### src/rtl/conn_nibble_tx_pkg.sv
// Shared types and defaults for the nibble-wide connector transmitter.
package conn_nibble_tx_pkg;

  typedef enum logic [1:0] {
    IDLE,
    SETUP,
    STROBE,
    RELEASE
  } state_t;

  localparam int NIB_W       = 4;
  localparam int DEF_WORD_W  = 16;
  localparam int DEF_TIMEOUT = 255;

endpackage

### src/rtl/sync2.sv
// Two-flop synchronizer for asynchronous connector inputs.
module sync2 (
  input  logic clk,
  input  logic reset,
  input  logic d,
  output logic q
);

  logic s1;

  always_ff @(posedge clk) begin
    if (reset) begin
      s1 <= 1'b0;
      q  <= 1'b0;
    end else begin
      s1 <= d;
      q  <= s1;
    end
  end

endmodule

### src/rtl/conn_nibble_tx.sv
// Sends words MSB nibble first over a four-phase strobe/ack connector,
// with a per-phase timeout and sticky error flag.
module conn_nibble_tx
  import conn_nibble_tx_pkg::*;
#(
  parameter int WORD_W  = DEF_WORD_W,
  parameter int TIMEOUT = DEF_TIMEOUT
) (
  input  logic              clk,
  input  logic              reset,
  input  logic              in_valid,
  output logic              in_ready,
  input  logic [WORD_W-1:0] in_data,
  output logic [NIB_W-1:0]  lnk_data,
  output logic              lnk_strb,
  output logic              lnk_first,
  input  logic              lnk_ack,
  output logic              busy,
  output logic              err,
  input  logic              err_clr
);

  localparam int NIBS = WORD_W / NIB_W;
  localparam int CW   = (NIBS > 1) ? $clog2(NIBS) : 1;
  localparam int WCW  = $clog2(TIMEOUT + 1);

  state_t            state;
  state_t            nstate;
  logic [WORD_W-1:0] sh;
  logic [CW-1:0]     cnt;
  logic [WCW-1:0]    wcnt;
  logic              err_q;
  logic              ack_s;
  logic              ld;
  logic              adv;
  logic              tmo;
  logic              last;
  logic              act;

  sync2 u_ack_sync (
    .clk   (clk),
    .reset (reset),
    .d     (lnk_ack),
    .q     (ack_s)
  );

  assign last = (cnt == CW'(NIBS - 1));
  assign tmo  = (state != IDLE) && (wcnt == WCW'(TIMEOUT));

  always_comb begin
    nstate = state;
    ld     = 1'b0;
    adv    = 1'b0;
    unique case (state)
      IDLE: begin
        if (in_valid) begin
          ld     = 1'b1;
          nstate = SETUP;
        end
      end
      SETUP: begin
        if (!ack_s) nstate = STROBE;
      end
      STROBE: begin
        if (ack_s) nstate = RELEASE;
      end
      RELEASE: begin
        if (!ack_s) begin
          if (last) begin
            nstate = IDLE;
          end else begin
            adv    = 1'b1;
            nstate = SETUP;
          end
        end
      end
      default: nstate = IDLE;
    endcase
    // a timeout overrides any handshake progress and drops the word
    if (tmo) begin
      nstate = IDLE;
      adv    = 1'b0;
    end
  end

  always_ff @(posedge clk) begin
    if (reset) begin
      state <= IDLE;
      sh    <= '0;
      cnt   <= '0;
      wcnt  <= '0;
      err_q <= 1'b0;
    end else begin
      state <= nstate;
      if (ld) begin
        sh  <= in_data;
        cnt <= '0;
      end else if (adv) begin
        sh  <= sh << NIB_W;
        cnt <= cnt + CW'(1);
      end
      if (nstate != state) begin
        wcnt <= '0;
      end else if (state != IDLE) begin
        wcnt <= wcnt + WCW'(1);
      end
      if (tmo) begin
        err_q <= 1'b1;
      end else if (err_clr) begin
        err_q <= 1'b0;
      end
    end
  end

  assign act       = (state != IDLE) && !reset;
  assign busy      = act;
  assign in_ready  = (state == IDLE) && !reset;
  assign lnk_data  = act ? sh[WORD_W-1 -: NIB_W] : '0;
  assign lnk_first = act && (cnt == '0);
  assign lnk_strb  = act && (state == STROBE) && !tmo;
  assign err       = err_q && !reset;

endmodule

### config.mk
export PLATFORM = sky130hd
export DESIGN_NAME = conn_nibble_tx
export DESIGN_NICKNAME = d
export VERILOG_FILES = /design/src/rtl/conn_nibble_tx_pkg.sv /design/src/rtl/sync2.sv /design/src/rtl/conn_nibble_tx.sv
export SDC_FILE = /design/constraint.sdc
export NUM_CORES = 1
export LEC_CHECK = 0
export CAP_MARGIN = 25
export CELL_PAD_IN_SITES_DETAIL_PLACEMENT = 1
export CELL_PAD_IN_SITES_GLOBAL_PLACEMENT = 1
export CORE_MARGIN = 3
export CORE_UTILIZATION = 38
export CTS_BUF_LIST = sky130_fd_sc_hd__clkbuf_16
export CTS_CLUSTER_DIAMETER = 150
export DETAILED_ROUTE_END_ITERATION = 7
export PLACE_DENSITY_LB_ADDON = 0.08
export SLEW_MARGIN = 40
export SYNTH_ARGS = -nofsm -noshare
export SYNTH_HDL_FRONTEND = slang
export SYNTH_SLANG_ARGS = --single-unit
### constraint.sdc
create_clock -name clk -period 2.01 [get_ports clk]
set_input_delay 0.402 -clock clk [delete_from_list [all_inputs] [get_ports clk]]
set_output_delay 0.402 -clock clk [all_outputs]
set_load 0.05 [all_outputs]
== After elaboration in Yosys (flattened, before gate mapping) ==
Index checks and enable logic that the tools add are counted.
Widths: inputs -> output; s select.
Cells by class
  add/subtract/negate cells: 2
  $mul: 0
  divide/modulo/power cells: 0
  $lt $le $gt $ge: 0
  equality and inequality tests: 6
  shift operators: 0
  muxes and demuxes: 18
  bitwise logic cells: 0
  reduce and logical (&&, ||, !) cells: 16
Operators by type and width (count)
  $mux 16: 2
  $mux 2: 5
  $mux 1: 9
  $add 8x1->8 const B: 1
  $eq 8x8->1 const B: 1
  $pmux 2 s4: 1
  $logic_and 1x1->1: 7
  $eq 2x2->1 const B: 3
  $reduce_bool 2->1: 3
  $logic_not 2->1: 2
  $mux 4: 1
  $reduce_or 2->1: 2
  $add 2x1->2 const B: 1
  $eq 2x1->1 const B: 1
  $logic_not 1->1: 2
  $ne 2x2->1: 1
Storage, ports and cells
  bits in registers: 31
  latch bits: 0
  RAM bits: 0
  ROM bits: 0
  input port bits: 21
  output and inout port bits: 9
  logic and storage cells: 49
  memories kept: 0

== Depth between registers and ports, before layout ==
  depth in word-level cells: 7
  depth in mapped cells: 7
  mapped depth without buffers: 5

== Modules after synthesis ==
From an unflattened synthesis, not the netlist that was laid out.
Second synthesis, totals
  cells, all modules: 161
  area total of the unflattened synthesis: 1486.4 um^2
By module, submodules not included
  conn_nibble_tx: times used 1, cells an instance 157, area an instance 1433.9 um^2, seq. area each 580.6 um^2
  sync2: times used 1, cells an instance 4, area an instance 52.6 um^2, seq. area each 40.0 um^2

== Worst setup path before layout ==
OpenSTA, ideal clock, no wires.
  path type: reg2out
  start: register state[0]
  end: output port lnk_strb
  arrival: 2464 ps
  required time: 1608 ps
  slack: -856 ps
  stages on the path, launching flop included: 5
  buffers on the path: 1
  cells stage by stage: dfxtp_1 > clkbuf_1 > o211ai_1 > nor3_1 > nor4b_1
On the way
  word-level cells in the longest chain between the ends: 4
  elaborated cells between the ends (all ways): 7
  classes of those cells: 1 x eq/ne; 6 x reduce/logical
Ends and longest elaborated chain
  from (decl): line conn_nibble_tx.sv:27  | state_t state;
  from (signal assigned): line conn_nibble_tx.sv:94  | state <= nstate;
  $reduce_bool 2->1: line conn_nibble_tx.sv:48, conn_nibble_tx.sv:115
  $logic_and 1x1->1, on equally long branches: line conn_nibble_tx.sv:115, conn_nibble_tx.sv:48
  $logic_and 1x1->1 / $logic_not 1->1 (equally long branches): line conn_nibble_tx.sv:120  | assign lnk_strb = act && (state == STROBE) && !tmo;
  $logic_and 1x1->1 (*): line conn_nibble_tx.sv:120
  to (decl): line conn_nibble_tx.sv:15  | output logic lnk_strb,
Mark *: on every way between the ends. The rest lies on a longest branch, timed or not.

== Final worst setup path ==
  start: register wcnt[0]
  end: output port lnk_strb
On the way
  word-level cells in the longest chain between the ends: 4
Ends and longest elaborated chain
  from (decl): line conn_nibble_tx.sv:31  | logic [WCW-1:0] wcnt;
  from (signal assigned): line conn_nibble_tx.sv:105  | wcnt <= wcnt + WCW'(1);
  $eq 8x8->1: line conn_nibble_tx.sv:48  | assign tmo = (state != IDLE) && (wcnt == WCW'(TIMEOUT));
  $logic_and 1x1->1: line conn_nibble_tx.sv:48
  $logic_not 1->1: line conn_nibble_tx.sv:120
  $logic_and 1x1->1: line conn_nibble_tx.sv:120
Every way passes these cells.

==> results.sh <==
export IMPL_status="finished, violations left"
export IMPL_violations="setup timing"
export IMPL_dp_hpwl_mm=2.71
export IMPL_mostFrequentLayoutCells="dfxtp_1 (27), clkdlybuf4s50_1 (20), nand2_1 (17)"
export IMPL_synth_area_leaders="dfxtp_1 (42%), mux2i_1 (6.1%), nand2_1 (4.3%), o21ai_0 (3.7%), buf_6 (3.0%)"
export IMPL_startpoint="wcnt[0]$_SDFFE_PP0P_"
export IMPL_fin_ws_ns=-0.000598
export IMPL_worst_setup_path_type="reg -> out"
export IMPL_final_common_cell="dfxtp_1"
export IMPL_place_ws_ns=-0.0453
export IMPL_synthCells=161
export IMPL_path_cells="ha_4 > o211ai_1 > nor3_2 > nor4b_2 > bufbuf_16"
export IMPL_wirelength_mm=3.68
export IMPL_grt_max_degree=14
export IMPL_cts_tree="done"
export IMPL_wl_per_cell_um=14.8
export IMPL_netlist_area_mm2=0.00149
export IMPL_antenna_found_initial=0
export IMPL_crit_slowest_cell="dfxtp_4"
export IMPL_drive_gt1_share_pct=21.9
export IMPL_cp_arrival_ns=1.61
export IMPL_rrSetupSlack_ns=0.28
export IMPL_drc=0
export IMPL_drt_pre_antenna_iters=4
export IMPL_die_h_um=68.6
export IMPL_clock_sinks=31
export IMPL_power_density_mw_per_mm2=808
export IMPL_required_ns=1.61
export IMPL_area_growth_pct=44.0
export IMPL_rows=22
export IMPL_grt_total_usage_pct=17.3
export IMPL_fin_tns_setup_ns=-0.000598
export IMPL_fmax_mhz=497
export IMPL_syn_avg_cell_area_um2=9.25
export IMPL_grt_pass1_wl_mm=5.93
export IMPL_synth_main_ff_cell="dfxtp_1"
export IMPL_ios=30
export IMPL_fin_crit_ns=2.01
export IMPL_maxCapViolCount=0
export IMPL_io_buffers=29
export IMPL_cp_top_family="simple AND/OR/NAND/NOR gates"
export IMPL_slew_headroom_pct=72.4
export IMPL_grt_overflow_total=0
export IMPL_gp_congestion=0.726
export IMPL_die_area_mm2=0.00471
export IMPL_drt_iter0_drc=54
export IMPL_stdcell_area_mm2=0.00214
export IMPL_worstMarginPinSlew_ns=0.414
export IMPL_synth_top_cell_by_area="dfxtp_1"
export IMPL_syn_nets=185
export IMPL_clock_latency_ns=0.28
export IMPL_ctsLongestPathBuffers=2
export IMPL_holdBufCountCts=0
export IMPL_peakVddDrop_mv=0.406
export IMPL_r2r_start="wcnt[1]$_SDFFE_PP0P_"
export IMPL_cts_buffers=5
export IMPL_finalSetupViolCount=1
export IMPL_report_final_hold_viol_count=0
export IMPL_p_leak_uw=0.000828
export IMPL_die_w_um=68.6
export IMPL_final_antenna_net_count=0
export IMPL_grt_pass1_vias=1276
export IMPL_fill_cells=430
export IMPL_initial_core_util_pct=40.1
export IMPL_yosysUniqueCellTypes=35
export IMPL_worstSetupStartpointType="register"
export IMPL_htree_levels=2
export IMPL_via_count=1300
export IMPL_finalNetCount=225
export IMPL_clk_pin_slew_ns=0.05
export IMPL_crit_buf_inv=1
export IMPL_rsz0062_at_grt="yes"
export IMPL_multiInputGateArea_um2=818
export IMPL_ys_ff_latch=31
export IMPL_dpl_cell_area_mm2=0.00195
export IMPL_cp_max_fo=3
export IMPL_coreArea_mm2=0.00372
export IMPL_max_stage_delay_ns=0.35
export IMPL_post_route_period_util_pct=100
export IMPL_critPathCaptureType="output port"
export IMPL_seq_area_um2=631
export IMPL_diodes=0
export IMPL_cts_root_buffer="clkbuf_16"
export IMPL_finalCoreUtilization_pct=57.7
export IMPL_finalPower_uw=1730
export IMPL_min_delay_start="u_ack_sync.s1$_SDFF_PP0_"
export IMPL_yosysSeqAreaShare_pct=41.7
export IMPL_viasPerCell=5.22
export IMPL_yosys_area_top_type_share_pct=41.7
export IMPL_min_path_type="reg -> reg"
export IMPL_ys_warn_count=0
export IMPL_finalClockSkew_ns=0.00689
export IMPL_slew_viol_final=0
export IMPL_synth_enable_flop_cells=0
export IMPL_synthArstFlopShare_pct=0
## cells by family after synthesis
logic type                 after synthesis  synth area share (%)
and+or+nand+nor                         66                  22.9
AOI/OAI and AO/OA                       31                  15.5
DFF                                     31                  41.7
buffers and inverters                   12                  5.97
muxes                                   10                  6.81
xor gates and xnor gates                 8                  4.71
adders and majority gates                3                  2.52
## cell type report
cell class,instances,share of cell area [%]
clock buffer,5,5.83
clock inverter,2,0.408
inverter,3,0.525
multi-input combinational,118,38.2
sequential,31,29.4
tap,48,2.80
timing repair buffer,42,22.9
## worst register-to-register path: stages (launching register included)
cell     delay [ns]
dfxtp_2        0.36
ha_4           0.14
buf_4          0.10
o211a_1        0.29
a31o_2         0.41
mux2i_1        0.22
o21ai_0        0.09
## state kept, by name, indices dropped and copies added, names as in the netlist
name           flops
sh                16
wcnt               8
cnt                2
state              2
err_q              1
u_ack_sync.q       1
u_ack_sync.s1      1
## metal layers
layer	share of wire, %	GRT usage [%]	up-vias	wire, um
li1	-	-	651	-
met4	1.8	8.19	0	68
met2	49	28.5	29	1790
met5	0	0	-	0
met1	45	21.4	613	1660
met3	4.5	3.57	7	165
## synthesized netlist by cell type, types with 2 or more instances
| master | n |
|---|---|
| mux2i_1 | 9 |
| ha_1 | 3 |
| inv_1 | 3 |
| nand2b_1 | 6 |
| clkbuf_1 | 3 |
| buf_6 | 4 |
| nand2_1 | 17 |
| nor2b_1 | 5 |
| nand4_1 | 2 |
| nor3_1 | 8 |
| xor2_1 | 5 |
| dfxtp_1 | 31 |
| a21oi_1 | 4 |
| o21ai_0 | 11 |
| nand3_1 | 5 |
| nor2_1 | 12 |
| a211oi_2 | 2 |
| and2_1 | 6 |
| o211ai_1 | 5 |
| xnor2_1 | 3 |
| a211oi_1 | 3 |
## timing repair
action	in CTS	in global routing
gates resized for setup	0	11
setup buffers	0	2
hold endpoints to repair	0	0
setup endpoints to repair	0	2
## where the power goes
group | internal (uW) | leakage (uW) | switching, uW
Sequential | 659 | 0.000256 | 28.7
Clock | 443 | 0.0000671 | 254
Combinational | 178 | 0.000505 | 169
## path summary, 6_finish.rpt
path                                   to  cells after the start
setup / recovery                 lnk_strb                      5
hold / removal    u_ack_sync.q$_SDFF_PP0_                      1
setup reg to reg       sh[9]$_SDFFE_PP0P_                      6
hold reg to reg   u_ack_sync.q$_SDFF_PP0_                      1
## through the flow
step | cells | hold WS, ns
final | 249 | 0.448
after global routing | 249 | 0.463
after CTS | 247 | 0.451
after detailed placement | 240 | 0.438
after global placement | 240 | 0.428
after floorplan | 161 | 0.414
(Power assumes the default switching activity.)
